===== src/rtl/iter_multiplier.sv =====
// Iterative RISC-V M-extension multiplier: retires BITS_PER_CYCLE_P multiplier bits per cycle,
// then presents the funct3-selected product in a one-cycle DONE state.
module iter_multiplier #(
  parameter int WIDTH_P          = 32,
  parameter int BITS_PER_CYCLE_P = 2
) (
  input  logic                   clk_i,
  input  logic                   reset_n_i,
  input  logic                   start_i,
  input  logic                   flush_i,
  input  logic [2:0]             mul_funct3_i,
  input  logic [WIDTH_P-1:0]     multiplicand_i,
  input  logic [WIDTH_P-1:0]     multiplier_i,
  output logic                   ready_o,
  output logic                   done_o,
  output logic [2*WIDTH_P-1:0]   product_o,
  output logic [WIDTH_P-1:0]     result_o
);
  localparam int N  = WIDTH_P / BITS_PER_CYCLE_P;
  localparam int CW = $clog2(N + 1);
  localparam int PW = 2 * WIDTH_P;

  typedef enum logic [1:0] {S_IDLE, S_COMPUTE, S_DONE} state_e;

  state_e             state_q, state_d;
  logic [CW-1:0]      count_q, count_d;
  logic [PW-1:0]      mcand_q, mcand_d;
  logic [WIDTH_P-1:0] mplier_q, mplier_d;
  logic [PW-1:0]      acc_q, acc_d;
  logic [1:0]         mode_q, mode_d;
  logic [PW-1:0]      product_q, product_d;
  logic [WIDTH_P-1:0] result_q, result_d;

  logic               a_signed, b_neg;
  logic [PW-1:0]      a_sx, pp;
  logic               unused_funct3;

  assign unused_funct3 = mul_funct3_i[2];

  // Signedness from funct3[1:0]: 00/01 both signed, 10 rs1 signed only, 11 both unsigned
  assign a_signed = (mul_funct3_i[1:0] != 2'b11);
  assign b_neg    = ~mul_funct3_i[1] & multiplier_i[WIDTH_P-1];
  assign a_sx     = {{WIDTH_P{a_signed & multiplicand_i[WIDTH_P-1]}}, multiplicand_i};

  always_comb begin
    pp = '0;
    for (int j = 0; j < BITS_PER_CYCLE_P; j++) begin
      if (mplier_q[j]) pp = pp + (mcand_q << j);
    end
  end

  always_comb begin
    state_d   = state_q;
    count_d   = count_q;
    mcand_d   = mcand_q;
    mplier_d  = mplier_q;
    acc_d     = acc_q;
    mode_d    = mode_q;
    product_d = product_q;
    result_d  = result_q;
    case (state_q)
      S_IDLE: begin
        if (start_i) begin
          state_d  = S_COMPUTE;
          count_d  = '0;
          mode_d   = mul_funct3_i[1:0];
          mcand_d  = a_sx;
          mplier_d = multiplier_i;
          // A signed rs2 sign bit weighs -2^W; pre-load that term so the loop stays unsigned
          acc_d    = b_neg ? (PW'(0) - (a_sx << WIDTH_P)) : '0;
        end
      end
      S_COMPUTE: begin
        if (count_q == CW'(N)) begin
          state_d   = S_DONE;
          product_d = acc_q;
          result_d  = (mode_q == 2'b00) ? acc_q[WIDTH_P-1:0] : acc_q[PW-1:WIDTH_P];
        end else begin
          acc_d    = acc_q + pp;
          mcand_d  = mcand_q << BITS_PER_CYCLE_P;
          mplier_d = mplier_q >> BITS_PER_CYCLE_P;
          count_d  = count_q + CW'(1);
        end
      end
      S_DONE:  state_d = S_IDLE;
      default: state_d = S_IDLE;
    endcase
    if (flush_i) begin
      state_d   = S_IDLE;
      product_d = product_q;
      result_d  = result_q;
    end
  end

  always_ff @(posedge clk_i or negedge reset_n_i) begin
    if (!reset_n_i) begin
      state_q   <= S_IDLE;
      count_q   <= '0;
      mcand_q   <= '0;
      mplier_q  <= '0;
      acc_q     <= '0;
      mode_q    <= '0;
      product_q <= '0;
      result_q  <= '0;
    end else begin
      state_q   <= state_d;
      count_q   <= count_d;
      mcand_q   <= mcand_d;
      mplier_q  <= mplier_d;
      acc_q     <= acc_d;
      mode_q    <= mode_d;
      product_q <= product_d;
      result_q  <= result_d;
    end
  end

  assign ready_o   = (state_q == S_IDLE);
  assign done_o    = (state_q == S_DONE);
  assign product_o = product_q;
  assign result_o  = result_q;

endmodule


===== config.mk =====
export PLATFORM = sky130hd
export DESIGN_NAME = iter_multiplier
export DESIGN_NICKNAME = d
export VERILOG_FILES = /design/src/rtl/iter_multiplier.sv
export SDC_FILE = /design/constraint.sdc
export NUM_CORES = 1
export LEC_CHECK = 0
export ABC_AREA = 1
export BUFFER_PORTS_ARGS = -buffer_cell sky130_fd_sc_hd__buf_2
export CORE_MARGIN = 2
export CORE_UTILIZATION = 35
export DETAILED_ROUTE_END_ITERATION = 8
export HOLD_SLACK_MARGIN = 0.03
export PLACE_DENSITY = 0.61
export SLEW_MARGIN = 20
export SYNTH_ARGS = -nofsm -noshare
export SYNTH_HDL_FRONTEND = slang
export SYNTH_SLANG_ARGS = --single-unit

===== constraint.sdc =====
create_clock -name clk_i -period 4.5 [get_ports clk_i]
set_input_delay 0.45 -clock clk_i [delete_from_list [all_inputs] [get_ports clk_i]]
set_output_delay 0.45 -clock clk_i [all_outputs]
set_load 0.02 [all_outputs]

# Word-level counts from Yosys, hierarchy flattened
# Cells that the tools add are included.
word_totals:
  ff_bits: 265
  elab_cells: 51
  output_inout_bits: 98
  input_bits: 71
op_classes:
  n_bitwise: 4
  n_eq_ne: 8
  n_reduce_logical: 7
  muxes: 20
  n_addsub: 4
op_table:
  columns: ["operator", "count"]
  rows:
  - ["64-bit 2-to-1 mux", 7]
  - ["64-bit one-hot mux with 2 select lines", 2]
  - ["64-bit adder", 2]
  - ["32-bit 2-to-1 mux", 3]
  - ["32-bit one-hot mux with 2 select lines", 1]
  - ["1-bit by 64-bit subtractor with 64-bit output, first input constant", 1]
  - ["5-bit 2-to-1 mux", 2]
  - ["5-bit one-hot mux with 2 select lines", 1]
  - ["2-bit 2-to-1 mux", 3]
  - ["2-bit inequality test, second input constant", 3]
  - ["3-bit inequality test, second input constant", 2]
  - ["3-bit AND reduction", 2]
  - ["5-bit by 1-bit adder with 5-bit output, second input constant", 1]
  - ["5-bit == test, second input constant", 1]
  - ["2-bit zero test", 2]
  - ["2-bit one-hot mux with 2 select lines", 1]
  - ["2-bit AND reduction", 2]
  - ["1-bit bitwise AND", 2]
  - ["2-bit by 1-bit == test with 1-bit output, second input constant", 1]
  - ["2-bit == test, second input constant", 1]
  - ["1-bit inverter", 2]
  - ["2-bit nonzero test", 1]

# Longest topological paths before layout
# Gate-level depths: netlist of the first run.
depth:
  word_depth: 6
  depth_mapped: 37
  ltp_nobuf: 34

# Worst setup path after synthesis of the first run
# OpenSTA, ideal clock, no wires.
synth_timing:
  path_type: "reg2reg"
  startpoint: "register mplier_q[0]"
  endpoint: "register acc_q[57]"
  arrival_time_ns: 4.385
  synth_period_minus_slack_ns: 4.463
  setup_time_ns: 0.077
  n_path_buf: 3
  slack_ns: 0.037
  required_time_ns: 4.423
  stages_incl_launch_ff: 33
  cell_sequence: "dfrtp_1 > buf_6 > buf_2 > buf_1 > nand2_1 > inv_1 > ha_1 > nand2_1 > inv_1 > o21ai_0 > nand2_1 > nand2_1 > nand3_1 > nand2_1 > o21bai_2 > a21oi_2 > o21bai_1 > a21oi_1 > xor2_1 > o21ai_1 > ha_1 > nand2_1 > nor2_1 > inv_1 > nor4_1 > nand3_1 > nand3_1 > nand2_1 > o211ai_1 > a21oi_1 > nand2_1 > nand3_1 > a21oi_1"
synth_via:
  elab_chain_len: 6
synth_rtl:
  columns: ["element", "line", "source"]
  rows:
  - ["start: declaration", "28", "logic [WIDTH_P-1:0] mplier_q, mplier_d;"]
  - ["start signal: assignment", "109", "mplier_q <= mplier_d;"]
  - ["64-bit 2-to-1 mux *", "48", "if (mplier_q[j]) pp = pp + (mcand_q << j);"]
  - ["64-bit adder", "48", null]
  - ["64-bit 2-to-1 mux *", "48", null]
  - ["64-bit adder *", "79", "acc_d = acc_q + pp;"]
  - ["64-bit 2-to-1 mux *", "74", "if (count_q == CW'(N)) begin"]
  - ["64-bit one-hot mux with 2 select lines *", "61", "case (state_q)"]
  - ["end signal: assignment", "101", "acc_q <= '0;"]
  - ["end signal: assignment", "110", "acc_q <= acc_d;"]
  - ["end: declaration", "29", "logic [PW-1:0] acc_q, acc_d;"]
# Every way passes the cells marked *; elsewhere a longest branch is shown, timed or not. The select of a mux whose other input is x is not followed.
# A chain may end at the register's enable or synchronous reset.

# Worst setup path after layout of the first run
layout_timing:
  startpoint: "register mplier_q[0]"
  endpoint: "register acc_q[63]"
# The elaborated chain is that of the path after synthesis.

==> metrics.txt, run 1 <==
Rel. slew slack=0.3759; total CTS buffers=34; Async SR Flop Fraction=1.000; Filler cells=6,167; cell mode on critical path=a21oi_2; Least-Margin Pin Slew=936.1 ps; clk buf depth=3; HP Class=input port to flop; area of the core=60,130 µm²; Die Height=250.0 µm; family with the most delay on the worst path=compound AO/OA/AOI/OAI gates; Avg Vias per Cell=5.120; clk sinks=265; setup TNS=-1158 ps; Final period util=1.044; Yosys top cell area share=0.3130; status=finished, violations left; FP Rows=90; worst skew pair latency=560 ps; Final Util=0.4847; Syn Area/Cell=6.645 µm²; clock skew=24.82 ps; critical path peak fanout=23; sequential area share after synthesis=0.3130; first-pass GRT wire length=127,700 µm; Root Buffer=clkbuf_16; vias=23,790; Levels on crit path=27; DR iter-0 viols=1,904; final hold viol count=0; die area=62,510 µm²; post-route cell area=29,150 µm²; area of the mapped netlist=21,180 µm²; # setup viols final=15; failing checks=negative setup slack; DRC violations left=0; final global-route overflow total=0; Ports=169; clock-pin slew on the worst setup and hold paths=60 ps; reg2reg path depth=27; most common cell in the netlist=nand2_1; Area Overhead vs Synth=37.59%; number of global-route vias before repair=22,260; layout cell share with drive strength beyond 1=0.2923; Worst Hold Path Cells=3; crit path capture type=flop; DP Wirelength=66,550 µm; synthesized instance count=3,188; final setup margin=-200.0 ps; WP buf/inv=6; max-cap violations=0; Inst Count DP=4,568; cell leakage power=14.62 nW; drt pass-1 iters=6; wirelength, routed=83,390 µm; EDFF count, synth=0; post-layout min period=4700 ps; critical path class=flop to flop; unrepaired setup endpoints after global routing=yes; synth unique cells=57; top post-synthesis cells by area=dfrtp_1 31%, nand2_1 14%, o21ai_0 8.9%; Synthesis Warnings=0; Slowest Stage Delay on Critical Path=500 ps; Starting Density=0.3523; Synth area leader=dfrtp_1; Max H-tree Level=2; Final Max Tran Viols=0; initial antenna violation count=5; power per cell area=758.6 nW/µm²; DR WL/cell=17.95 µm; placed cell area=26,720 µm²; DIE WIDTH=250.0 µm; Fmax=0.2128 GHz; Routed Antenna Nets=0; Placer Congestion=0.9987; port bufs=167; Net Count, Synth=3,366; non-filler cells in the finished layout=4,647; Crit-path slowest cell=dfrtp_4; pin count of the biggest net entering global routing=110; crit start category=flop; arrival time worst endpoint=5180 ps; WP data required=4980 ps; Worst VDD drop=302.3 µV; synth cell count leaders=809 x nand2_1, 388 x inv_1, 378 x o21ai_0; ys flop type=dfrtp_1; register bit count reported by yosys=265; Nets=4,015; GRT Util Overall=0.2619; CTS tree=yes
[power breakdown]
group	internal (mW)	switching, mW
registers	3.06	0.897
clock network	1.66	1.16
logic	6.75	8.58
total	11.5	10.6
[flip-flops by register name, indices dropped and copies added, names as in the netlist]
| name | cells |
|---|---|
| result_o | 32 |
| mplier_q | 32 |
| state_q | 2 |
| product_o | 64 |
| mode_q | 2 |
| mcand_q | 64 |
| count_q | 5 |
| acc_q | 64 |
[worst reg2reg max path: cells and delay by family, from the launching register on]
kind / cells / cell delay [ps]
adders and majority gates: 2 / 710
DFF: 1 / 500
and+or+nand+nor: 6 / 720
buffers and inverters: 6 / 720
AOI/OAI and AO/OA: 13 / 1970
[per-stage QoR]
step / hold slack [ps] / total power, mW / setup slack [ps]
after floorplan: 154.4 / 10.84 / 37.28
after global placement: 449.4 / 17.65 / -339.0
after detailed placement: 453.5 / 17.75 / -419.4
after CTS: 94.12 / 21.33 / -37.21
after global routing: 111.7 / 23.73 / -455.4
final: 115.8 / 22.11 / -200.0
[layout make-up]
| type | instances | area, µm² | area share |
|---|---|---|---|
| Multi-Input combinational cell | 2404 | 13720 | 0.4707 |
| Sequential cell | 265 | 6636 | 0.2277 |
| Timing Repair Buffer | 722 | 5114 | 0.1754 |
| Inverter | 410 | 1548 | 0.05310 |
| Clock buffer | 45 | 983.4 | 0.03374 |
| Tap cell | 782 | 978.4 | 0.03357 |
| Clock inverter | 16 | 161.4 | 0.005538 |
| Antenna cell | 3 | 7.507 | 0.0002576 |
[cell usage in the layout (no fill, tap or decap), types with 7 or more instances in the layout]
cell,n
or2_2,11
buf_4,544
nand4_1,13
o21ai_2,25
clkbuf_8,7
inv_2,37
nand3_2,16
o22ai_1,25
nor2_4,12
nand3_1,121
nor4_2,7
a21oi_2,43
buf_12,7
a22oi_1,45
o211ai_1,32
nor2_1,238
a21o_1,30
ha_4,16
buf_2,166
nor2_2,43
o21ai_0,327
a21oi_1,157
nand2_1,777
a31oi_2,11
a31oi_1,60
o21bai_1,16
dfrtp_1,263
or2_1,10
clkinv_2,10
clkbuf_16,35
inv_1,369
ha_1,83
xor2_1,33
nor3_1,18
o21a_1,7
xnor2_1,13
nand2_2,71
o21ai_1,64
[worst paths after layout]
path | start | to | slack [ps]
max in group asynchronous | reset_n_i | product_o[58] | 2940
hold / removal | multiplier_i[13] | mplier_q[13] | 120
setup / recovery | mplier_q[0] | acc_q[63] | -200
hold reg to reg | product_o[55] | product_o[55] | 470
setup reg to reg | mplier_q[0] | acc_q[63] | -200
min in group asynchronous | reset_n_i | mcand_q[18] | 580
[what timing repair did]
action,in CTS,in global routing
endpoints found under the setup margin,32,40
gates resized for setup,156,157
endpoints found under the hold margin,10,0
cloned,0,0
hold buffers,1,0
setup buffers,8,6
pin swaps,37,41
[per-layer routing]
layer | up-vias | track usage | wire [µm]
li1 | 11910 | - | -
met1 | 11150 | 0.3649 | 38450
met2 | 605 | 0.4181 | 37230
met3 | 119 | 0.03411 | 4892
met4 | 4 | 0.08845 | 2790
met5 | - | 0 | 25
[kinds of logic after synthesis]
| family | Yosys count | synth area share |
|---|---|---|
| xor gates and xnor gates | 53 | 0.02404 |
| adders and majority gates | 107 | 0.06391 |
| AOI/OAI and AO/OA | 881 | 0.2353 |
| and+or+nand+nor | 1363 | 0.2689 |
| DFF | 265 | 0.3130 |
| buffers and inverters | 519 | 0.09486 |
Power figures use the tool's default switching activity.
==> inputs of run 2 (changes only) <==
CORE_ASPECT_RATIO = 1.4   (was not set)
MAX_ROUTING_LAYER = met4   (was not set)
==> run 2 against run 1 <==
Against the previous run: the run still ends with negative setup slack left; via count up 2.0%; clock-buffer cell count down 3; fmax up 1.8%; routed wire length up 5.7%; setup slack better by 82 ps; utilization up 2.5 points; flip-flop and latch count unchanged; total power up 5.7%; cell count up 1.9%.
==> metrics.txt, run 2 (synthesis gave the netlist of run 1 again) <==
routed wl met3=4203 µm (was 4892 µm); Nets=4,077 (was 4,015); Critical R2R Launch=mplier_q[0] (unchanged); critical path peak fanout=15 (was 23); Die Height=295.1 µm (was 250.0 µm); routed wl met2=42,390 µm (was 37,230 µm); status=finished, violations left (unchanged); Rel. slew slack=0.2284 (was 0.3759); pin count of the biggest net entering global routing=105 (was 110); number of global-route vias before repair=23,680 (was 22,260); clk sinks=265 (unchanged); non-filler cells in the finished layout=4,733 (was 4,647); Final Util=0.5100 (was 0.4847); Final Max Tran Viols=0 (unchanged); area of the core=59,810 µm² (was 60,130 µm²); DIE WIDTH=211.9 µm (was 250.0 µm); arrival time worst endpoint=5050 ps (was 5180 ps); Worst VDD drop=511.9 µV (was 302.3 µV); R2R Setup Slk=-120 ps (was -200 ps); final hold viol count=0 (unchanged); Final period util=1.026 (was 1.044); vias=24,280 (was 23,790); power per cell area=766.1 nW/µm² (was 758.6 nW/µm²); DR WL/cell=18.63 µm (was 17.95 µm); Max H-tree Level=1 (was 2); critical path class=flop to flop (unchanged); Clock power frac=0.116 (was 0.128); commonest non-fill, non-tap cell in the layout=nand2_1 (unchanged); crit path capture type=flop (unchanged); WP data required=4940 ps (was 4980 ps); post-route cell area=30,500 µm² (was 29,150 µm²); Root Buffer=clkbuf_16 (unchanged); port bufs=167 (unchanged); top sig layer=met4 (was met5); sw power=11.23 mW (was 10.64 mW); Inst Count DP=4,630 (was 4,568); clock skew=29.93 ps (was 24.82 ps); layout cell share with drive strength beyond 1=0.3365 (was 0.2923); Placer Congestion=1.008 (was 0.9987); total CTS buffers=30 (was 34); WHS=58.50 ps (was 115.8 ps); WL met1=34,870 µm (was 38,450 µm); clk buf depth=3 (unchanged); Area Overhead vs Synth=44.00% (was 37.59%); Slowest Stage Delay on Critical Path=520 ps (was 500 ps); worst skew pair latency=620 ps (was 560 ps); Fmax=0.2165 GHz (was 0.2128 GHz); die area=62,540 µm² (was 62,510 µm²); cell leakage power=15.16 nW (was 14.62 nW); clock-pin slew on the worst setup and hold paths=60 ps (about the same); Sw Ratio=0.4805 (was 0.4810); Least-Margin Pin Slew=1145 ps (was 936.1 ps); Crit-path slowest cell=dfrtp_4 (unchanged); DRC violations left=0 (unchanged); placed cell area=26,970 µm² (was 26,720 µm²); crit start category=flop (unchanged); first-pass GRT wire length=131,900 µm (was 127,700 µm); Seq pwr share=0.167 (was 0.179); wirelength, routed=88,160 µm (was 83,390 µm); GRT Util Overall=0.2830 (was 0.2619); Routed Antenna Nets=0 (unchanged); CTS tree=yes (unchanged); final setup margin=-118.5 ps (was -200.0 ps); unrepaired setup endpoints after global routing=yes (unchanged); failing checks=negative setup slack (unchanged); HP Class=input port to flop (unchanged); most frequent cells in the layout=739 x nand2_1, 601 x buf_4, 357 x inv_1 (was 777 x nand2_1, 544 x buf_4, 369 x inv_1); final global-route overflow total=0 (unchanged); Avg Vias per Cell=5.130 (was 5.120); Gate power share=0.717 (was 0.693); DR iter-0 viols=1,564 (was 1,904); max-cap violations=0 (unchanged); Ports=169 (unchanged); cell mode on critical path=buf_4 (was a21oi_2); drt pass-1 iters=6 (unchanged); HP Start=mul_funct3_i[0] (was multiplier_i[13]); FP Rows=106 (was 90); post-layout min period=4618 ps (was 4700 ps); DP Wirelength=69,240 µm (was 66,550 µm); worst setup path start=mplier_q[0] (unchanged); initial antenna violation count=0 (was 5); # setup viols final=12 (was 15); diode count=0 (was 3); Internal=12.14 mW (was 11.47 mW); Starting Density=0.3542 (was 0.3523)
[run 2: cell count changes in the layout (fill, tap and decap cells not counted), moves of 16 or more]
cell	previous run	this run
ha_4	16	35
ha_1	83	67
a21oi_1	157	141
nand2_2	71	94
nand2_1	777	739
nor2_1	238	219
o21ai_1	64	85
buf_4	544	601
o21ai_0	327	292
[run 2: per-stage QoR]
step                      setup slack, ps  TNS (ps)  total power [mW]
after floorplan                     37.28         0             10.84
after global placement             -352.1     -5994             17.71
after detailed placement           -459.6     -8314             17.82
after CTS                          -127.0     -1049             21.56
after global routing               -411.0     -6008             24.99
final                              -118.5    -678.6             23.37
[run 2: routing by layer]
| metal | GRT usage | up-vias |
|---|---|---|
| met2 | 0.4839 | 594 |
| met4 | 0.1767 | 0 |
| li1 | - | 12030 |
| met3 | 0.03027 | 232 |
| met5 | - | - |
| met1 | 0.3154 | 11420 |
[run 2: worst max-delay path, delay by kind of cell (launching register included)]
kind	cells	cell delay, ps
compound gates	7	1010
fa+ha+maj	2	590
buf+inv	12	1510
flops	1	520
simple gates	8	810
[run 2: power groups by stage]
stage          clock (mW)  sequential (mW)  combinational [mW]
3_5_place_dp            0             3.86                14.0
5_1_grt              2.85             3.99                18.2
2_1_floorplan           0             3.67                7.17
3_3_place_gp            0             3.85                13.9
6_report             2.71             3.91                16.8
4_1_cts              2.76             3.85                14.9
[run 2: repair_timing]
item,CTS,global route
setup endpoints to repair,33,40
resized for setup,207,332
pin swaps,44,71
hold buffers,1,0
endpoints found under the hold margin,83,0
setup buffers,10,33
cloned,1,2
[run 2: final timing paths]
| path | depth (start not counted) | end |
|---|---|---|
| max | 29 | acc_q[49] |
| min | 3 | mode_q[0] |
| max reg2reg | 29 | acc_q[49] |
| min reg2reg | 2 | product_o[55] |
| max in group asynchronous | 3 | mcand_q[58] |
| min in group asynchronous | 2 | mplier_q[22] |
[run 2: layout make-up]
type                            instances  area [µm²]
Fill cell                            5933       29310
Multi-Input combinational cell       2404       14570
Sequential cell                       265        6636
Timing Repair Buffer                  788        5660
Inverter                              410        1546
Tap cell                              810        1013
Clock buffer                           42       887.1
Clock inverter                         14       193.9
